$ cat src/rtl/handshake_cdc_scheduler.sv
// Source-domain side of a shared 4-phase req/ack CDC channel: round-robin pick among
// requesters, latch the winner's word, then sequence req/ack with an optional ack timeout.
module handshake_cdc_scheduler #(
    parameter int NUM_REQ        = 4,
    parameter int DATA_WIDTH     = 8,
    parameter int TIMEOUT_CYCLES = 1024
) (
    input  logic                            in_clk,
    input  logic                            in_rst,
    input  logic [NUM_REQ-1:0]              in_req,
    input  logic [NUM_REQ*DATA_WIDTH-1:0]   in_data,
    output logic [NUM_REQ-1:0]              out_done,
    output logic                            out_xfer_req,
    output logic [DATA_WIDTH-1:0]           out_xfer_data,
    input  logic                            in_xfer_ack,
    output logic                            out_busy,
    output logic                            out_timeout
);

    localparam int IDX_W = (NUM_REQ > 1) ? $clog2(NUM_REQ) : 1;
    localparam int CNT_W = (TIMEOUT_CYCLES > 0) ? $clog2(TIMEOUT_CYCLES + 1) : 1;
    localparam bit TO_EN = (TIMEOUT_CYCLES > 0);

    localparam logic [1:0] ST_IDLE    = 2'd0;
    localparam logic [1:0] ST_REQ     = 2'd1;
    localparam logic [1:0] ST_RELEASE = 2'd2;

    localparam logic [CNT_W-1:0] CNT_LIMIT = CNT_W'(TIMEOUT_CYCLES);
    localparam logic [CNT_W-1:0] CNT_MAX   = '1;

    logic [1:0]            state;
    logic [IDX_W-1:0]      ptr;
    logic [IDX_W-1:0]      idx;
    logic                  grant_q;
    logic [CNT_W-1:0]      cnt;

    logic [NUM_REQ-1:0]    hi_mask;
    logic [NUM_REQ-1:0]    req_hi;
    logic [NUM_REQ-1:0]    pick_src;
    logic [IDX_W-1:0]      win_idx;
    logic [IDX_W-1:0]      ptr_next;
    logic [DATA_WIDTH-1:0] win_data;
    logic [NUM_REQ-1:0]    done_vec;
    logic [CNT_W-1:0]      cnt_inc;
    logic                  cnt_hit;

    // Requests at or above ptr take priority; otherwise wrap to the lowest set bit.
    always_comb begin
        hi_mask = '0;
        for (int k = 0; k < NUM_REQ; k++) begin
            hi_mask[k] = (k >= int'(ptr));
        end
        req_hi   = in_req & hi_mask;
        pick_src = (req_hi != '0) ? req_hi : in_req;
        win_idx  = '0;
        for (int k = NUM_REQ - 1; k >= 0; k--) begin
            if (pick_src[k]) begin
                win_idx = IDX_W'(k);
            end
        end
    end

    always_comb begin
        ptr_next = (win_idx == IDX_W'(NUM_REQ - 1)) ? '0 : win_idx + IDX_W'(1);
        win_data = in_data[int'(win_idx) * DATA_WIDTH +: DATA_WIDTH];
        done_vec = '0;
        done_vec[idx] = 1'b1;
        cnt_inc = (cnt == CNT_MAX) ? cnt : cnt + CNT_W'(1);
        cnt_hit = TO_EN && (cnt_inc == CNT_LIMIT);
    end

    assign out_busy = (state != ST_IDLE);

    // The word is latched one cycle before req rises so data is settled ahead of the request.
    always_ff @(posedge in_clk) begin
        if (in_rst) begin
            state         <= ST_IDLE;
            ptr           <= '0;
            idx           <= '0;
            grant_q       <= 1'b0;
            cnt           <= '0;
            out_xfer_req  <= 1'b0;
            out_xfer_data <= '0;
            out_done      <= '0;
            out_timeout   <= 1'b0;
        end else begin
            out_done    <= '0;
            out_timeout <= 1'b0;
            case (state)
                ST_IDLE: begin
                    cnt <= '0;
                    if (grant_q) begin
                        grant_q      <= 1'b0;
                        out_xfer_req <= 1'b1;
                        state        <= ST_REQ;
                    end else if (in_req != '0) begin
                        grant_q       <= 1'b1;
                        idx           <= win_idx;
                        out_xfer_data <= win_data;
                        ptr           <= ptr_next;
                    end
                end
                ST_REQ: begin
                    if (in_xfer_ack) begin
                        out_done     <= done_vec;
                        out_xfer_req <= 1'b0;
                        state        <= ST_RELEASE;
                        cnt          <= '0;
                    end else if (cnt_hit) begin
                        out_timeout  <= 1'b1;
                        out_xfer_req <= 1'b0;
                        state        <= ST_RELEASE;
                        cnt          <= '0;
                    end else begin
                        cnt <= cnt_inc;
                    end
                end
                ST_RELEASE: begin
                    // Never leave while ack is high; a timeout here only flags and rearms.
                    if (!in_xfer_ack) begin
                        state <= ST_IDLE;
                        cnt   <= '0;
                    end else if (cnt_hit) begin
                        out_timeout <= 1'b1;
                        cnt         <= '0;
                    end else begin
                        cnt <= cnt_inc;
                    end
                end
                default: begin
                    state        <= ST_IDLE;
                    out_xfer_req <= 1'b0;
                    grant_q      <= 1'b0;
                    cnt          <= '0;
                end
            endcase
        end
    end

endmodule

$ cat config.mk
export PLATFORM = sky130hd
export DESIGN_NAME = handshake_cdc_scheduler
export DESIGN_NICKNAME = d
export VERILOG_FILES = /design/src/rtl/handshake_cdc_scheduler.sv
export SDC_FILE = /design/constraint.sdc
export NUM_CORES = 1
export LEC_CHECK = 0
export BUFFER_PORTS_ARGS = -buffer_cell sky130_fd_sc_hd__buf_2
export CORE_ASPECT_RATIO = 2
export CORE_MARGIN = 10
export CORE_UTILIZATION = 55
export DETAILED_ROUTE_END_ITERATION = 10
export PLACE_DENSITY = 0.94
export SKIP_LAST_GASP = 1
export SYNTH_ARGS = -nofsm -noshare
export SYNTH_HDL_FRONTEND = slang
export SYNTH_SLANG_ARGS = --single-unit
$ cat constraint.sdc
create_clock -name in_clk -period 4.7 [get_ports in_clk]
set_input_delay 0.705 -clock in_clk [delete_from_list [all_inputs] [get_ports in_clk]]
set_output_delay 0.705 -clock in_clk [all_outputs]
set_load 0.05 [all_outputs]
== Word-level counts from Yosys, hierarchy flattened ==
Cells that the tools add are included.
Widths: inputs -> output; s select.
Cells by class
  shift-type cells: 1
  order comparisons: 5
  eq/ne operators: 8
  reduce and logical (&&, ||, !) cells: 10
  multiplexer cells: 29
  add/subtract/negate cells: 2
  bitwise operators: 5
Operators by type and width (number)
  $mux 11: 4
  $shiftx 32x6->8: 1
  $eq 11x11->1 const B: 2
  $pmux 11 s2: 1
  $mux 2: 9
  $add 11x1->11 const B: 1
  $mux 1: 9
  $reduce_and 3->1: 3
  $reduce_bool 4->1: 2
  $pmux 2 s3: 1
  $and 4x4->4: 1
  $eq 2x2->1 const B: 2
  $ge 1x2->1 const A: 2
  $mux 4: 1
  $ne 2x2->1 const B: 2
  $not 1->1: 4
  $pmux 1 s2: 2
  $lt 2x3->1 const B: 1
  $ne 3x3->1 const B: 1
  $pmux 1 s3: 1
  $reduce_or 3->1: 1
  $add 2x1->2 const B: 1
  $demux 1 s2: 1
  $eq 2x1->1 const B: 1
  6 further kinds: 6
Word-level totals
  output and inout port bits: 15
  bits in registers: 32
  word-level logic and storage cells: 69
  input port bits: 39

== Longest topological paths before layout ==
Gate-level depths: netlist (run 1).
  word-level depth: 10
  depth in mapped cells: 10

== Least setup slack after synthesis (run 1) ==
Ideal clock, no wire load.
  path kind: input -> register
  from: input port in_req[0]
  to: register ptr[0]
  stages: 9
  buffers on the path: 1
  required time: 4635 ps
  slack: 2634 ps
  arrival: 2001 ps
  library setup time: 65 ps
  path through: a21o_1 a21boi_0 o22ai_2 clkbuf_1 inv_1 ha_1 nor3_1 a21oi_1 nor2_1
Between the ends
  longest elaborated chain between the ends: 9
  elaborated cells between the ends (all ways): 12
  classes of those cells: add/sub: 1; eq/ne: 1; mux: 6; bitwise: 1; reduce/logical: 3
Ends and longest elaborated chain
  start: declaration: line 10  | input logic [NUM_REQ-1:0] in_req,
  $and 4x4->4: line 53  | req_hi = in_req & hi_mask;
  $reduce_bool 4->1: line 54  | pick_src = (req_hi != '0) ? req_hi : in_req;
  $mux 4 (*): line 54
  $mux 2 (3 in a row): line 57  | if (pick_src[k]) begin
  $mux 2 (*): line 57
  via win_idx[1]: line 40  | logic [IDX_W-1:0] win_idx;
  $eq 2x2->1 (*): line 64  | ptr_next = (win_idx == IDX_W'(NUM_REQ - 1)) ? '0 : win_idx + IDX_W'(1);
  $mux 2 (*): line 64
  end signal: assignment: line 100  | ptr <= ptr_next;
  end: declaration: line 32  | logic [IDX_W-1:0] ptr;
The timed path passes the listed nets; every way through them passes the cells marked *.
A chain may end at the register's enable or synchronous reset.

== Worst setup path in the final report (run 1) ==
  from: input port in_req[0]
  to: register out_xfer_data[3]
Between the ends
  longest elaborated chain between the ends: 8
  elaborated cells between the ends (all ways): 10
  classes of those cells: shift: 1; mux: 5; bitwise: 1; reduce/logical: 3
Ends and longest elaborated chain
  $and 4x4->4: line 53
  $reduce_bool 4->1: line 54
  $mux 4: line 54
  $mux 2 (4 in a row): line 57
  $shiftx 32x6->8: line 65  | win_data = in_data[int'(win_idx) * DATA_WIDTH +: DATA_WIDTH];
  end signal: assignment: line 99  | out_xfer_data <= win_data;
  end: declaration: line 14  | output logic [DATA_WIDTH-1:0] out_xfer_data,
Parallel ways exist; a longest one is shown, timed or not.

==> results of run 1 <==
[state kept, by name, indices dropped and copies added (netlist names)]
register / cells
state: 2
out_done: 4
out_timeout: 1
ptr: 2
out_xfer_req: 1
out_xfer_data: 8
idx: 2
grant_q: 1
cnt: 11
[final cells by class]
type / instances / area, µm² / share of cell area, %
Sequential cell: 32 / 641 / 28.6
Timing Repair Buffer: 53 / 265 / 11.8
Clock buffer: 7 / 96.3 / 4.30
Tap cell: 32 / 40.0 / 1.79
Clock inverter: 1 / 30.0 / 1.34
Multi-Input combinational cell: 172 / 1130 / 50.6
Inverter: 9 / 33.8 / 1.51
[how the worst max path moves through the flow]
stage,start,to,cells past startpoint,slack (ns)
after floorplan,in_req[0],ptr[0],9,2.63
after global placement,in_req[0],out_xfer_data[3],7,2.13
after detailed placement,in_req[0],out_xfer_data[3],7,2.08
after CTS,in_req[0],out_xfer_data[3],7,2.37
after global routing,in_req[0],out_xfer_data[7],7,2.23
final,in_req[0],out_xfer_data[3],7,2.35
[power by group]
part / switching, mW / total [mW] / internal, mW
Combinational: 0.387 / 0.582 / 0.194
Sequential: 0.0431 / 0.376 / 0.332
Clock: 0.101 / 0.288 / 0.187
Total: 0.532 / 1.25 / 0.714
[cell usage after synthesis, types with 5 or more instances]
cell      instances
o31a_1            9
nor2_1           28
inv_1             9
and3_1            5
ha_1              5
a211oi_1          9
nand2_1          24
mux2i_1          11
a21oi_1          19
a211o_1           8
dfxtp_1          32
nor3_1            5
[worst reg2reg max path: stages (launching register included)]
cell      delay [ns]
dfxtp_1         0.38
nor2b_1         0.08
o21ba_1         0.31
nor3_4          0.67
a211oi_1        0.21
a211o_1         0.30
a21oi_1         0.11
[metal layers]
layer,vias to the layer above,GRT usage (%)
li1,914,-
met1,858,12.4
met2,52,30.0
met3,20,4.32
met4,0,10.6
met5,-,0
[logic make-up (layout without fill, tap and decap cells)]
kind of cell             after synthesis  after routing  synth area share, %
multiplexers                          11             11                 5.84
XOR/XNOR                               3              3                 1.39
flip-flops                            32             32                 34.0
AO/OA/AOI/OAI                         65             65                 26.2
AND/OR/NAND/NOR                       88             88                 23.4
buffers and inverters                 21             70                 5.90
adder cells (fa/ha/maj)                5              5                 3.32
==> results.tsv, run 1 <==
metric	value	unit
global-route wire length before repair	7.57	mm
peak supply drop	0.000265	V
Synth area leaders	dfxtp_1, mux2i_1, nor2_1	
crit-path leading delay family	compound AO/OA/AOI/OAI gates	
Final period util	49.9	%
worst hold path type	flop to flop	
CP cell instances	buf_2 > nor2b_1 > o21ba_1 > nor3_4 > a211oi_1 > a211o_1 > a21oi_1	
final hold violations	0	
Post-synth EDFFs	0	
Netlist Area Pre-Place	0.00189	mm²
area leader, netlist	dfxtp_1	
maxcap violations	0	
largest net degree at the start of global routing	24	
Syn Area/Cell	8.38	µm²
Tot GR Track Use	15.6	%
RR Endpoint	out_xfer_data[3]	
die height	103	µm
Crit Path Max Fanout	19	
drt drc	0	
Post-synth ARST share	0	%
fmax	426	MHz
total power	1.25	mW
Final Critical Period	2.35	ns
critical path endpoint category	flop	
Seq cells post-synth	32	
placed cell area	0.00211	mm²
Finished Cell Area	0.00224	mm²
Rows	30	
Core ar.	0.00334	mm²
Crit Path Class	input port to flop	
cell area power density	556	mW/mm²
WL met2	2.72	mm
Initial Util	56.4	%
setup TNS	0	ns
Post-Syn Nets	269	
die footprint	0.00631	mm²
hold slack	0.462	ns
Syn-to-layout area delta	18.8	%
RR Startpoint	ptr[0]	
outcome	finished clean	
Wirelength per Cell	15.9	µm
# port buffers	53	
Max stage delay on crit path	0.67	ns
WP data required	4.92	ns
ys flop type	dfxtp_1	
Static Leakage	1.00	nW
RSZ-0062 raised after global routing	no	
Via-to-Cell Ratio	6.03	
crit start category	input port	
postcts setup bufs	0	
cts hold-fix bufs	0	
CP arrival	2.57	ns
I/O Pins	54	
clock sinks	32	
Highest Signal Layer	met4	
CTS max path bufs	2	
antenna-violating nets left	0	
Worst-Margin Slew	0.817	ns
DRT Wirelength	4.86	mm
Root Buffer	clkbuf_8	
Worst R2R Path Depth	6	
DR pass1 iterations	4	
HPWL after DPL	3.84	mm
Hold Crit Endpoint	out_xfer_data[2]	
CTS tree	yes	
Reg clk slew, reported paths	0.07	ns
placer congestion estimate	0.839	
DR vias	1844	
register area share after synthesis	34.0	%
setup slack, reg-to-reg	2.58	ns
layout cells sized above 1	27.0	%
Hold Startpoint	out_xfer_data[2]	
synth warn	0	
clk_skew	0.00430	ns
commonest non-fill, non-tap cells in the layout	buf_2, dfxtp_1, nor2_1	
most common library cell in the layout ignoring fill and taps	buf_2	
total clock buffers created by CTS	5	
CP bufs+invs	1	
Crit-path slowest cell	nor3_4	
setup violators final	0	
Diodes inserted	0	
vias in the first global route	1822	
Final Non-Filler Cells	306	
share of the synthesized area in the top cell type	34.0	%
Slew headroom	45.4	%
H-tree depth	2	
Mapped Cells	225	
post-CTS resize count	0	
Iter 0 DRT Violations	61	
Die X	61.4	µm
worst setup margin	2.35	ns
grt total ovfl	0	
Hold Path Cell Cnt	2	
metal1 wirelength	1.66	mm
# nets final	317	
Slew Limit Fails	0	
initial antenna violation count	0	
placed cells	298	
synth unique cells	48	
Setup WS pre-CTS	2.08	ns
Clock Latency Late Sink	0.29	ns
fillcell total	279	
met3 routed WL	300	µm
Final Core Density	67.0	%
Note: power is estimated with default switching activity, not from simulation.
==> run 2: changes to the inputs <==
CORE_UTILIZATION = 52   (was 55)
PLACE_DENSITY = 0.9   (was 0.94)
clock period = 2.2 ns   (was 4.7 ns; I/O delays follow)
==> results.tsv, run 2 (same netlist as run 1, synthesis figures left out) <==
metric	value	unit
outcome	finished clean	
Die X	62.6	µm
Diodes inserted	0	
global-route wire length before repair	8.18	mm
Tot GR Track Use	14.9	%
grt total ovfl	0	
commonest non-fill, non-tap cells in the layout	buf_2, dfxtp_1, nor2_1	
CTS tree	yes	
crit start category	flop	
final hold violations	0	
Setup WS pre-CTS	0.175	ns
Core ar.	0.00345	mm²
total clock buffers created by CTS	5	
die height	105	µm
DR pass1 iterations	4	
Crit Path Class	flop to flop	
CP arrival	2.24	ns
Final Critical Period	2.05	ns
Setup crit start	cnt[1]	
most common library cell in the layout ignoring fill and taps	buf_2	
critical path endpoint category	flop	
HPWL after DPL	4.04	mm
clock sinks	32	
DR vias	1846	
Rows	30	
worst hold path type	input port to flop	
vias in the first global route	1834	
Slew headroom	74.0	%
Worst R2R Path Depth	7	
Initial Util	54.6	%
setup violators final	0	
setup TNS	0	ns
Wirelength per Cell	15.0	µm
setup slack, reg-to-reg	0.15	ns
max reg flops	11	
drt drc	0	
Reg with most FFs	cnt	
Via-to-Cell Ratio	5.59	
RR Startpoint	cnt[1]	
largest net degree at the start of global routing	20	
RSZ-0062 raised after global routing	no	
initial antenna violation count	0	
RR Endpoint	cnt[5]	
Crit Path Max Fanout	7	
Reg clk slew, reported paths	0.06	ns
peak supply drop	0.000742	V
Finished Cell Area	0.00232	mm²
Static Leakage	1.04	nW
H-tree depth	2	
WP data required	2.39	ns
Clock Latency Late Sink	0.28	ns
largest registers	cnt x11, out_xfer_data x8, out_done x4	
placer congestion estimate	0.924	
fmax	488	MHz
CP Capture Point	cnt[5]	
cell area power density	1160	mW/mm²
Final period util	93.1	%
Worst-Margin Slew	0.389	ns
Root Buffer	clkbuf_8	
clk_skew	0.00259	ns
Slew Limit Fails	0	
CTS max path bufs	2	
# nets final	325	
layout cells sized above 1	29.1	%
maxcap violations	0	
Iter 0 DRT Violations	138	
worst setup margin	0.151	ns
antenna-violating nets left	0	
I/O Pins	54	
placed cell area	0.00221	mm²
DRT Wirelength	4.95	mm
Syn-to-layout area delta	22.9	%
die footprint	0.00658	mm²
# port buffers	53	
-- run 2: cell count changes in the layout (fill, tap and decap cells not counted), sizes merged --
cell / previous run / this run
buf: 53 / 61
clkbuf: 7 / 6
clkinv: 0 / 1
-- run 2: layer usage --
| layer | track usage (%) | share of wire, % | wire length (µm) | vias up |
|---|---|---|---|---|
| li1 | - | - | - | 927 |
| met1 | 12.9 | 36 | 1780 | 831 |
| met2 | 28.9 | 54 | 2660 | 71 |
| met3 | 4.06 | 6.2 | 307 | 17 |
| met4 | 9.16 | 4.1 | 204 | 0 |
| met5 | 0 | 0 | 0 | - |
-- run 2: report_power, final --
part           leakage (nW)  total, mW  switching [mW]  internal [mW]
Combinational         0.719       1.35           0.854          0.492
Clock                0.0552      0.541           0.206          0.336
Sequential            0.261      0.792          0.0820          0.710
-- run 2: how the worst min path moves through the flow --
| stage | cells past startpoint | end | slack, ns | start |
|---|---|---|---|---|
| 2_1_floorplan | 1 | out_done[2] | 0.43 | idx[0] |
| 3_3_place_gp | 2 | out_xfer_data[1] | 0.44 | out_xfer_data[1] |
| 3_5_place_dp | 2 | out_xfer_data[0] | 0.44 | out_xfer_data[0] |
| 4_1_cts | 3 | out_done[1] | 0.34 | in_xfer_ack |
| 5_1_grt | 3 | out_done[1] | 0.36 | in_xfer_ack |
| 6_report | 3 | out_done[1] | 0.35 | in_xfer_ack |
-- run 2: timing repair --
item	4_1_cts	5_1_grt
setup buffers	0	0
hold buffers	0	0
gates resized for setup	0	1
endpoints found under the setup margin	0	1
-- run 2: per-stage QoR --
step / total power [mW] / utilization [%] / cells / hold slack, ns
after floorplan: 1.84 / - / 225 / 0.426
after global placement: 2.11 / 63.9 / 322 / 0.439
after detailed placement: 2.15 / 63.9 / 322 / 0.443
after CTS: 2.70 / 67.0 / 330 / 0.339
after global routing: 2.87 / 67.1 / 330 / 0.361
final: 2.68 / 67.1 / 330 / 0.345
-- run 2: layout make-up --
| class | count | area (µm²) |
|---|---|---|
| clock inverter | 2 | 35.0 |
| inverter | 9 | 33.8 |
| timing repair buffer | 61 | 338 |
| clock buffer | 6 | 72.6 |
| multi-input combinational | 172 | 1140 |
| tap | 48 | 60.1 |
| sequential | 32 | 641 |
| fill | 301 | 1140 |
-- run 2: worst max-delay path: stages, from the launching register on --
cell	delay (ns)
dfxtp_1	0.39
ha_1	0.27
and4_2	0.28
a21oi_1	0.09
a2bb2o_1	0.33
o2111ai_2	0.17
nand2b_2	0.21
a311oi_2	0.22
